## src/rtl/pc_unit.sv

```systemverilog
// Program-counter unit for the LEGv8 single-cycle core: PC register, next-address
// selection (sequential / PC-relative / register / return), stall hold and a return-address stack.
module pc_unit #(
  parameter int                ADDR_W    = 64,
  parameter logic [ADDR_W-1:0] RESET_PC  = '0,
  parameter int                RAS_DEPTH = 4
) (
  input  logic              clk,
  input  logic              reset,
  input  logic              stall,
  input  logic [31:0]       instruction,
  input  logic              UncondBr,
  input  logic              BrTaken,
  input  logic              RegBr,
  input  logic              Link,
  input  logic              Ret,
  input  logic [ADDR_W-1:0] reg_target,
  output logic [ADDR_W-1:0] pc,
  output logic [ADDR_W-1:0] pc_plus4,
  output logic              ras_empty,
  output logic              ras_full,
  output logic              misalign
);

  localparam int PW    = $clog2(RAS_DEPTH);
  localparam int CNT_W = PW + 1;

  logic [ADDR_W-1:0] ras [RAS_DEPTH];
  logic [PW-1:0]     top;
  logic [CNT_W-1:0]  cnt;

  logic              pop;
  logic              reg_sel;
  logic              replace_top;
  logic [PW-1:0]     wr_idx;
  logic [ADDR_W-1:0] pc_next;
  logic              unused_instr;

  // Branch offset in bytes: sign-extended word immediate scaled by 4.
  function automatic logic signed [ADDR_W-1:0] br_offset(input logic [31:0] ins,
                                                         input logic        uncond);
    logic signed [ADDR_W-1:0] off;
    if (uncond) off = {{(ADDR_W-26){ins[25]}}, ins[25:0]};
    else        off = {{(ADDR_W-19){ins[23]}}, ins[23:5]};
    return off <<< 2;
  endfunction

  assign unused_instr = ^{instruction[31:26], instruction[4:0]};

  assign pc_plus4  = pc + ADDR_W'(4);
  assign ras_empty = (cnt == '0);
  assign ras_full  = (cnt == CNT_W'(RAS_DEPTH));

  assign pop         = Ret && !ras_empty;
  assign reg_sel     = !pop && (Ret || RegBr);
  // Link+Ret with a live entry swaps the top in place instead of pop-then-push.
  assign replace_top = Link && pop;
  assign wr_idx      = replace_top ? top : top + PW'(1);

  always_comb begin
    pc_next = pc_plus4;
    if (pop)          pc_next = ras[top];
    else if (reg_sel) pc_next = {reg_target[ADDR_W-1:2], 2'b00};
    else if (BrTaken) pc_next = pc + $unsigned(br_offset(instruction, UncondBr));
  end

  always_ff @(posedge clk) begin
    if (reset) begin
      pc       <= RESET_PC;
      top      <= '0;
      cnt      <= '0;
      misalign <= 1'b0;
    end else if (!stall) begin
      pc <= pc_next;
      if (reg_sel) misalign <= |reg_target[1:0];
      if (replace_top) begin
        top <= top;
        cnt <= cnt;
      end else if (Link) begin
        top <= top + PW'(1);
        if (!ras_full) cnt <= cnt + CNT_W'(1);
      end else if (pop) begin
        top <= top - PW'(1);
        cnt <= cnt - CNT_W'(1);
      end
    end
  end

  // Stack storage carries no reset; stale entries are unreachable once count drops.
  always_ff @(posedge clk) begin
    if (!reset && !stall && Link) ras[wr_idx] <= pc_plus4;
  end

endmodule
```

## config.mk

```make
export PLATFORM = sky130hd
export DESIGN_NAME = pc_unit
export DESIGN_NICKNAME = d
export VERILOG_FILES = /design/src/rtl/pc_unit.sv
export SDC_FILE = /design/constraint.sdc
export NUM_CORES = 1
export LEC_CHECK = 0
export CAP_MARGIN = 10
export CORE_MARGIN = 4
export CORE_UTILIZATION = 25
export DETAILED_ROUTE_END_ITERATION = 6
export MAX_ROUTING_LAYER = met4
export PLACE_DENSITY = 0.49
export SKIP_CTS_REPAIR_TIMING = 1
export SYNTH_ARGS = -nofsm -noshare
export SYNTH_HDL_FRONTEND = slang
export SYNTH_SLANG_ARGS = --single-unit
```

## constraint.sdc

```tcl
create_clock -name clk -period 16.91 [get_ports clk]
set_input_delay 4.2275 -clock clk [delete_from_list [all_inputs] [get_ports clk]]
set_output_delay 4.2275 -clock clk [all_outputs]
set_load 0.05 [all_outputs]
```

==> summary.md, run 1 <==
| Metric | Value |
|---|---|
| Mapped Nets | approximately 1900 |
| Slew @ Worst Pin | between 1 and 1.5 ns |
| CP required | ~13 ns |
| Area of the mapped netlist | around 0.019 mm² |
| Detailed Place HPWL | about 49 mm |
| Avg Inst Size Synth | 11.12 µm² |
| Placed Instances | about 2800 |
| I/O Pins | 235 |
| CTS Sinks | approximately 330 |
| Storage cell area | between 0.009 and 0.01 mm² |
| Routed WL | about 70 mm |
| Clk slew on worst S/H paths | 0.06 ns |
| Die area | 0.07932 mm² |
| Inserted Clock Buffers | 42 |
| Detailed-route via count | between 15000 and 20000 |
| Setup crit end kind | primary output |
| Cells after Synth | 1683 |
| Prevailing post-synth register cell | edfxtp_1 |
| Effective utilization at floorplan | between 20 and 30% |
| Post-synthesis sequential area ratio | approximately 49% |
| Clk_lat worst skew | a little under 0.6 ns |
| Setup CP Type | flip-flop to primary output |
| Commonest non-fill, non-tap cell in the layout | edfxtp_1 |
| Critical path arrival | ~4.8 ns |
| Die X | 281.6 µm |
| Fmax | about 110 MHz |
| M1 WL | between 30 and 40 mm |
| Final ANT Viol Nets | 0 |
| Final setup TNS | 0 ns |
| Asr flop ratio synth | 0% |
| XOR/XNOR Fraction of Synth Area | 5.374% |
| Final Total Pwr | 0.002653 W |
| Hold Vio Cnt, Final | 0 |
| Pwr Density | 112.9 mW/mm² |
| Core area | 0.07432 mm² |
| Met2 wire length | 32.23 mm |
| H-Tree Depth | 2 |
| Final min period | 8.977 ns |
| Root buffer cell | clkbuf_16 |
| Most frequent cells in the layout | edfxtp_1 (256), clkdlybuf4s50_1 (225), a21oi_1 (149), nor2_1 (146), nand2_1 (140) |
| Met3 wire length | ~4.4 mm |
| Die Y | around 280 µm |
| Worst VDD drop | between 0.06 and 0.07 mV |
| Post-Synth Adder-Cell Area | approximately 4.5% |
| Total grt overflow | 0 |
| Top sig layer | met4 |
| RSZ-0062 raised after global routing | no |
| Post-synth EDFFs | 256 |
| Area growth from synthesis to layout | 25.54% |
| Max Cap Viol | 0 |
| Via density | between 5 and 6 |
| Share of cells above drive strength 1 | 11.75% |
| Vias in the first global route | ~15000 |
| Drt first-iter violations | 1223 |
| # fillers | 7644 |
| DRC viols | 0 |
| First-pass GRT wire length | 103.1 mm |
| R2R Setup Slk | around 13 ns |
| Detailed Routing Iterations Pass 1 | 5 |
| Initial antenna violation count | 4 |
| Number of port buffers | 228 |
| Status | finished, final reports clean |
| Fin crit share | between 50% and 60% |
| Fin nets | about 2100 |
| Compound-Gate Fraction of Synth Area | ~16% |
| Slew headroom | about 26% |
| LEAKAGE | 8.122 nW |
| Clock Path Buffers | 3 |
| Synthesized flop and latch total | 328 |
| Slew Limit Fails | 0 |
| # rows | 100 |
| Total GRT Usage | 17.94% |
| Drt wl/cell | about 24 µm |
| Worst Setup Start Kind | flip-flop |
| CTS tree | done |
| Combinational family with the most area after synthesis | compound AO/OA/AOI/OAI gates |
| Gp weighted congestion | 0.9030 |
| Synth unique cells | between 80 and 90 |
| Min-Delay Path Class | flip-flop to flip-flop |
| Area of the multi-input gates | roughly 0.009 mm² |
| Post-synthesis simple-gate area fraction | about an eighth |
| # setup viols final | 0 |
| Crit path max fanout | 8 |
| Mux cell area share after synthesis | a little under a tenth |
| Ys Warns | 0 |
| Clk_skew | 0.02128 ns |
| Fin cells | 2886 |
| Largest net degree at the start of global routing | between 60 and 70 |
-- critical path: stages, from the launching register on --
cell and delay (ns):
dfxtp_1 0.54, ha_1 0.37, inv_1 0.09, or3_1 0.48, nor3_4 0.51, nand2_2 0.25
nor3_2 0.26, nand4_1 0.15, xnor2_1 0.56, clkdlybuf4s50_1 0.94
-- worst paths after layout --
check,startpoint,endpoint,cells after the start
max reg2reg,pc[2]$_SDFFE_PP0N_,pc[46]$_SDFFE_PP0N_,11
min,cnt[2]$_SDFFE_PP0P_,cnt[2]$_SDFFE_PP0P_,2
min reg2reg,cnt[2]$_SDFFE_PP0P_,cnt[2]$_SDFFE_PP0P_,2
max,pc[2]$_SDFFE_PP0N_,pc_plus4[56],9
-- report_power, final --
group          total (W)  internal, W  leakage, nW  switching, W
logic           0.000741     0.000265         4.46      0.000476
registers       0.000976     0.000918         2.96     0.0000575
clock network   0.000936     0.000567        0.705      0.000370
-- state kept, by name, indices dropped and copies added, names as in the netlist, named ones only --
register / flops
ras: 256
pc: 64
cnt: 3
top: 2
misalign: 1
-- cells by family after synthesis --
kind of cell    count (synthesis)
flops                         328
mux                            96
buf+inv                       140
xor+xnor                      114
fa+ha+maj                      66
compound gates                434
simple gates                  505
-- final cells by class --
| type | instances | area share (%) |
|---|---|---|
| timing repair buffer | 255 | 10.52 |
| inverter | 39 | 0.6229 |
| sequential | 328 | 38.86 |
| multi-input combinational | 1215 | 38.68 |
| antenna | 2 | 0.02130 |
| clock buffer | 52 | 4.760 |
| clock inverter | 26 | 1.374 |
| tap | 969 | 5.159 |
-- cell usage after synthesis (all sizes together), types with 43 or more instances --
library cell | number | area share (%)
a21oi | 151 | 4.0
clkbuf | 69 | 1.4
dfxtp | 72 | 7.7
edfxtp | 256 | 41
ha | 64 | 4.3
mux4 | 64 | 7.7
nand2 | 143 | 2.9
nor2 | 149 | 3.0
nor3 | 59 | 1.8
o21ai | 62 | 1.7
xnor2 | 71 | 3.4
xor2 | 43 | 2.0
-- stage by stage --
stage               setup WS (ns)  instance area [µm²]  util, %  hold WS, ns
floorplan                   5.043                18720        -       0.4669
global placement            8.125                22050    29.68       0.4769
detailed placement          8.109                22050    29.68       0.5023
CTS                         7.842                23500    31.61       0.5134
global route                7.652                23500    31.62       0.5608
finish                      7.933                23500    31.62       0.5129
-- metal layers --
metal | GRT usage, % | up-vias
met5 | - | -
met4 | 5.197 | 0
met3 | 3.387 | 100
met2 | 27.92 | 479
met1 | 23.94 | 7599
li1 | - | 6889
No activity file was read; power rests on OpenSTA's default activity.
==> inputs of run 2 (changes only) <==
==> constraint.sdc (replaced) <==
create_clock -name clk -period 8.43 [get_ports clk]
set_input_delay 2.1075 -clock clk [delete_from_list [all_inputs] [get_ports clk]]
set_output_delay 2.1075 -clock clk [all_outputs]
set_load 0.05 [all_outputs]
==> run 2 against run 1 <==
  * Sequential cell count unchanged
  * Sequential power increased by 100%
  * Clock skew increased by 0.0035 ns
  * Total power increased by 97%
  * Core utilization about the same
  * First-iteration DRC count decreased by 0.82%
  * Cell area decreased by 0.12%
  * Worst hold slack improved by 0.020 ns
  * Non-clock buffer count increased by 2
  * Worst setup slack got worse by 6.3 ns
==> summary.md, run 2 (synthesis results as in run 1) <==
| Metric | Value |
|---|---|
| Status | finished, final reports clean |
| CTS Sinks | 328 |
| Pwr Density | about 220 mW/mm² |
| Worst Setup Start Kind | flip-flop |
| Gp weighted congestion | 0.9007 |
| Clk_lat worst skew | between 0.5 and 0.6 ns |
| First-pass GRT wire length | 102.6 mm |
| Max reg flops | approximately 260 |
| RSZ-0062 raised after global routing | no |
| Detailed Place HPWL | 49.68 mm |
| Switching part of the total | between 30 and 40% |
| Vias in the first global route | roughly 15000 |
| Clock power share | about a third |
| Setup crit end kind | primary output |
| Hold WS | between 0.5 and 0.6 ns |
| Clk slew on worst S/H paths | about 0.070 ns |
| Commonest non-fill, non-tap cell in the layout | edfxtp_1 |
| Fin crit share | around four fifths |
| Slew headroom | ~29% |
| Via density | between 5 and 6 |
| Routed WL | about 70 mm |
| Inserted Clock Buffers | 41 |
| Drt wl/cell | ~24 µm |
| CP required | ~6.3 ns |
| CTS tree | done |
| # setup viols final | 0 |
| Area growth from synthesis to layout | 25.39% |
| Cell Area, Placed | approximately 0.022 mm² |
| Worst VDD drop | 0.1439 mV |
| Final min period | around 6.8 ns |
| Fin nets | roughly 2100 |
| Detailed-route via count | around 15000 |
| Min-Delay Path Class | flip-flop to flip-flop |
| Number of port buffers | 228 |
| Final ANT Viol Nets | 0 |
| Critical path cell sequence | and4_1, nand4_1, nor4b_4, nand2_1, inv_2, and3_1, xor2_1, clkdlybuf4s50_1 |
| Root buffer cell | clkbuf_16 |
| Effective utilization at floorplan | between 20% and 30% |
| Setup CP Type | flip-flop to primary output |
| Max Cap Viol | 0 |
| Share of cells above drive strength 1 | a little under an eighth |
| Sequential Power Share | between 30% and 40% |
| # fillers | 7661 |
| DRC viols | 0 |
| CP max stage delay | ~0.90 ns |
| Slew @ Worst Pin | roughly 1.1 ns |
| Logic pwr share | 28.3% |
| Die Y | 281.6 µm |
| Clk_skew | 0.02474 ns |
| H-Tree Depth | 2 |
| Core area | about 0.074 mm² |
| Largest Register | ras |
| Total grt overflow | 0 |
| Final non-filler cell area | 0.02347 mm² |
| Top Registers | ras (256), pc (64), cnt (3) |
| Hold Vio Cnt, Final | 0 |
| LEAKAGE | between 8 and 9 nW |
| Crit path max fanout | 8 |
| Detailed Routing Iterations Pass 1 | 5 |
| Slew Limit Fails | 0 |
| Drt first-iter violations | ~1200 |
| Critical path arrival | about 4.7 ns |
| Total GRT Usage | 17.88% |
| Die X | about 280 µm |
| # rows | 100 |
| Slowest cell on crit path | clkdlybuf4s50_1 |
| Initial antenna violation count | 6 |
| Clock Path Buffers | 3 |
| Fmax | roughly 150 MHz |
| Largest net degree at the start of global routing | 70 |
| Final setup TNS | 0 ns |
| I/O Pins | about 240 |
| Die area | between 0.07 and 0.08 mm² |
| Internal Power | approximately 0.0034 W |
| Most frequent cells in the layout | edfxtp_1 (256), clkdlybuf4s50_1 (225), a21oi_1 (149), nor2_1 (146), nand2_1 (140) |
| Psw | around 0.0018 W |
==> run 2: routing by layer <==
metal  vias up  wire length, µm  track usage, %
li1       6896                -               -
met1      7484            31690           24.03
met2       471            32560           28.29
met3        83             4539           3.031
met4         0             1698           4.383
met5         -                0               -
==> run 2: power by group through the flow <==
stage | registers [W] | logic (W) | clock network, W
floorplan | 0.00205 | 0.000889 | 0
global placement | 0.00199 | 0.00149 | 0
detailed placement | 0.00199 | 0.00149 | 0
CTS | 0.00196 | 0.00150 | 0.00184
global route | 0.00197 | 0.00159 | 0.00191
finish | 0.00196 | 0.00148 | 0.00179
==> run 2: worst max-delay path: cells and delay by family, from the launching register on <==
kind                      cells  cell delay (ns)
xor gates and xnor gates      1             0.42
buffers and inverters         2             1.02
DFF                           1             0.59
and+or+nand+nor               5             2.06
==> run 2: stage by stage <==
stage / instances / util (%) / total power [W] / setup slack (ns)
3_5_place_dp: 2808 / 29.73 / 0.003483 / 1.604
2_1_floorplan: 1683 / - / 0.002942 / -1.317
5_1_grt: 2886 / 31.58 / 0.005474 / 1.411
3_3_place_gp: 2808 / 29.73 / 0.003479 / 1.627
6_report: 2888 / 31.58 / 0.005237 / 1.637
4_1_cts: 2884 / 31.57 / 0.005298 / 1.563
==> run 2: path summary, 6_finish.rpt <==
kind / start / end / slack, ns / depth (start not counted)
worst max register to register: pc[2]$_SDFFE_PP0N_ / pc[46]$_SDFFE_PP0N_ / 4.29 / 11
worst min register to register: cnt[2]$_SDFFE_PP0P_ / cnt[2]$_SDFFE_PP0P_ / 0.53 / 2
worst max-delay path: pc[12]$_SDFFE_PP0N_ / pc_plus4[55] / 1.64 / 8
worst min-delay path: cnt[2]$_SDFFE_PP0P_ / cnt[2]$_SDFFE_PP0P_ / 0.53 / 2
==> run 2: final cells by class <==
type	count	area (µm²)	area share, %
inverters	39	146.4	0.6236
well taps	969	1212	5.165
repair buffers	257	2512	10.70
diodes	4	10.01	0.04264
clock buffers	54	1125	4.792
flip-flops and latches	328	9134	38.91
clock inverters	22	244.0	1.039
multi-input cells	1215	9090	38.72
==> inputs of run 3 (changes only) <==
--- a/config.mk
+++ b/config.mk
@@ -10,7 +10,7 @@
 export CORE_UTILIZATION = 25
 export DETAILED_ROUTE_END_ITERATION = 6
 export MAX_ROUTING_LAYER = met4
-export PLACE_DENSITY = 0.49
+export PLACE_DENSITY = 0.51
 export SKIP_CTS_REPAIR_TIMING = 1
 export SYNTH_ARGS = -nofsm -noshare
 export SYNTH_HDL_FRONTEND = slang
==> constraint.sdc (replaced) <==
create_clock -name clk -period 5.8 [get_ports clk]
set_input_delay 1.45 -clock clk [delete_from_list [all_inputs] [get_ports clk]]
set_output_delay 1.45 -clock clk [all_outputs]
set_load 0.05 [all_outputs]
==> run 3 against run 2 <==
  * Sequential share of layout area is 0.68 points lower
  * Combinational power is 51% higher
  * Worst setup slack worse by 1.4 ns
  * Clock power is 46% higher
  * Final cell count is 1.8% higher
  * Cell area is 1.8% higher
  * First-iteration DRC count is 6.3% lower
  * Total power is 46% higher
  * Sequential cell count stayed put
  * Die area stayed put
  * Worst hold slack worse by 0.0046 ns
==> summary.md, run 3 (synthesis results as in run 1) <==
| Metric | Value |
|---|---|
| Status | finished, final reports clean |
| Fin crit share | between 90% and 100% |
| Fin cells | between 2000 and 3000 |
| Total grt overflow | 0 |
| Largest net degree at the start of global routing | 67 |
| First-pass GRT wire length | between 100 and 150 mm |
| Placed Instances | about 2900 |
| Top Registers | ras (256), pc (64), cnt (3) |
| Core area | about 0.074 mm² |
| Number of port buffers | roughly 230 |
| Crit path max fanout | 7 |
| Final ANT Viol Nets | 0 |
| Critical path arrival | just over 4 ns |
| CTS Sinks | 328 |
| Die X | between 200 and 300 µm |
| Max Cap Viol | 0 |
| Routed WL | around 70 mm |
| Internal Power | between 0.005 and 0.006 W |
| Final min period | 5.603 ns |
| Vias in the first global route | 15588 |
| Psw | ~0.0026 W |
| Worst setup margin | approximately 0.20 ns |
| Hold path cells | 2 |
| Slew headroom | roughly two fifths |
| Dpl ws | ~0.28 ns |
| LEAKAGE | between 8 and 9 nW |
| Clk_lat worst skew | 0.58 ns |
| Slowest cell on crit path | clkdlybuf4s50_1 |
| Slew Limit Fails | 0 |
| I/O Pins | 235 |
| Setup crit end kind | primary output |
| Via density | between 5 and 6 |
| Detailed Place HPWL | around 50 mm |
| Die Y | ~280 µm |
| Drt first-iter violations | 1137 |
| Largest Register | ras |
| Gp weighted congestion | 0.9144 |
| # setup viols final | 0 |
| Hold Vio Cnt, Final | 0 |
| Clock power share | between 30% and 40% |
| Sequential Power Share | a little under two fifths |
| Max reg flops | ~260 |
| Switching part of the total | ~34% |
| Setup CP Type | flip-flop to primary output |
| CP top delay family | buffers and inverters |
| # rows | 100 |
| DRC viols | 0 |
| RSZ-0062 raised after global routing | no |
| Final setup TNS | 0 ns |
| Hold wc startpoint | cnt[2]$_SDFFE_PP0P_ |
| Fmax | ~180 MHz |
| Worst Setup Start Kind | flip-flop |
| Logic pwr share | between 20% and 30% |
| Drt wl/cell | ~24 µm |
| Pwr Density | approximately 320 mW/mm² |
| Final core utilization | 32.15% |
| Initial antenna violation count | 7 |
| Cell depth of the worst flop-to-flop path | 14 |
| Total GRT Usage | between 10% and 20% |
| CP max stage delay | about 0.93 ns |
| CP required | roughly 4.4 ns |
| Commonest non-fill, non-tap cell in the layout | edfxtp_1 |
| Min-Delay Path Class | flip-flop to flip-flop |
| Clk_skew | ~0.033 ns |
| Detailed Routing Iterations Pass 1 | 5 |
| Slew @ Worst Pin | approximately 0.9 ns |
| Area growth from synthesis to layout | 27.63% |
| Clk slew on worst S/H paths | around 0.060 ns |
| Die area | a little under 0.08 mm² |
| Reg2reg start | pc[2]$_SDFFE_PP0N_ |
| CTS tree | done |
| Detailed-route via count | between 15000 and 20000 |
| Effective utilization at floorplan | about a quarter |
| Hold endpoint | cnt[2]$_SDFFE_PP0P_ |
| Clock Path Buffers | 3 |
| R2r endpoint | pc[46]$_SDFFE_PP0N_ |
| Share of cells above drive strength 1 | ~14% |
| Worst Path Buf+Inv | 3 |
| Critical path cell sequence | ha_1, inv_1, or3_1, nor3_4, buf_4, nand2b_2, nor2_1, xnor2_1, clkdlybuf4s50_1 |
| Inserted Clock Buffers | 40 |
| Most frequent cells in the layout | edfxtp_1 (256), clkdlybuf4s50_1 (213), a21oi_1 (149), nor2_1 (146), nand2_1 (140) |
| Hold WS | 0.5285 ns |
| H-Tree Depth | 2 |
| Worst VDD drop | between 0.15 and 0.2 mV |
| Root buffer cell | clkbuf_16 |
| Fin nets | 2103 |
| R2R Setup Slk | roughly 2.1 ns |
-- run 3: area by class of cell --
class	count	area, µm²
inverter	39	146.4
multi-input combinational	1215	9100
sequential	328	9134
clock inverter	20	264.0
clock buffer	54	1106
antenna	5	12.51
timing repair buffer	309	2918
fill	7646	50430
tap	969	1212
-- run 3: power by group through the flow --
stage                     registers [W]  clock network (W)  logic [W]
after floorplan                 0.00298                  0    0.00129
after global placement          0.00287                  0    0.00222
after detailed placement        0.00287                  0    0.00224
after CTS                       0.00282            0.00268    0.00225
after global routing            0.00284            0.00278    0.00239
final                           0.00282            0.00262    0.00223
-- run 3: worst max path at each step --
| stage | startpoint | endpoint | slack, ns | cells past startpoint |
|---|---|---|---|---|
| finish | pc[3]$_SDFFE_PP0N_ | pc_plus4[36] | 0.20 | 9 |
| global route | pc[3]$_SDFFE_PP0N_ | pc_plus4[36] | 0.01 | 9 |
| CTS | pc[3]$_SDFFE_PP0N_ | pc_plus4[62] | -0.07 | 8 |
| detailed placement | UncondBr | pc[60]$_SDFFE_PP0N_ | 0.28 | 17 |
| global placement | UncondBr | pc[60]$_SDFFE_PP0N_ | 0.25 | 17 |
| floorplan | Ret | ras[1][0]$_DFFE_PP_ | -0.64 | 6 |
-- run 3: through the flow --
stage | power (W) | instance area [µm²]
4_1_cts | 0.007755 | 23860
3_3_place_gp | 0.005092 | 22490
6_report | 0.007669 | 23890
3_5_place_dp | 0.005107 | 22490
5_1_grt | 0.008003 | 23890
2_1_floorplan | 0.004274 | 18730
-- run 3: per-layer routing --
| layer | routed length [µm] | global-route usage [%] | share of wire, % |
|---|---|---|---|
| met1 | 31140 | 23.23 | 44 |
| met2 | 33740 | 29.31 | 48 |
| met3 | 4453 | 3.370 | 6.3 |
| met4 | 1491 | 4.409 | 2.1 |
| met5 | 0 | - | 0 |
-- run 3: worst reg2reg max path: cells and delay by family (launching register included) --
kind            cells  cell delay [ns]
flops               1             0.42
buf+inv             3             0.54
mux                 1             0.12
compound gates      7             1.86
fa+ha+maj           2             0.45
xor+xnor            1             0.23
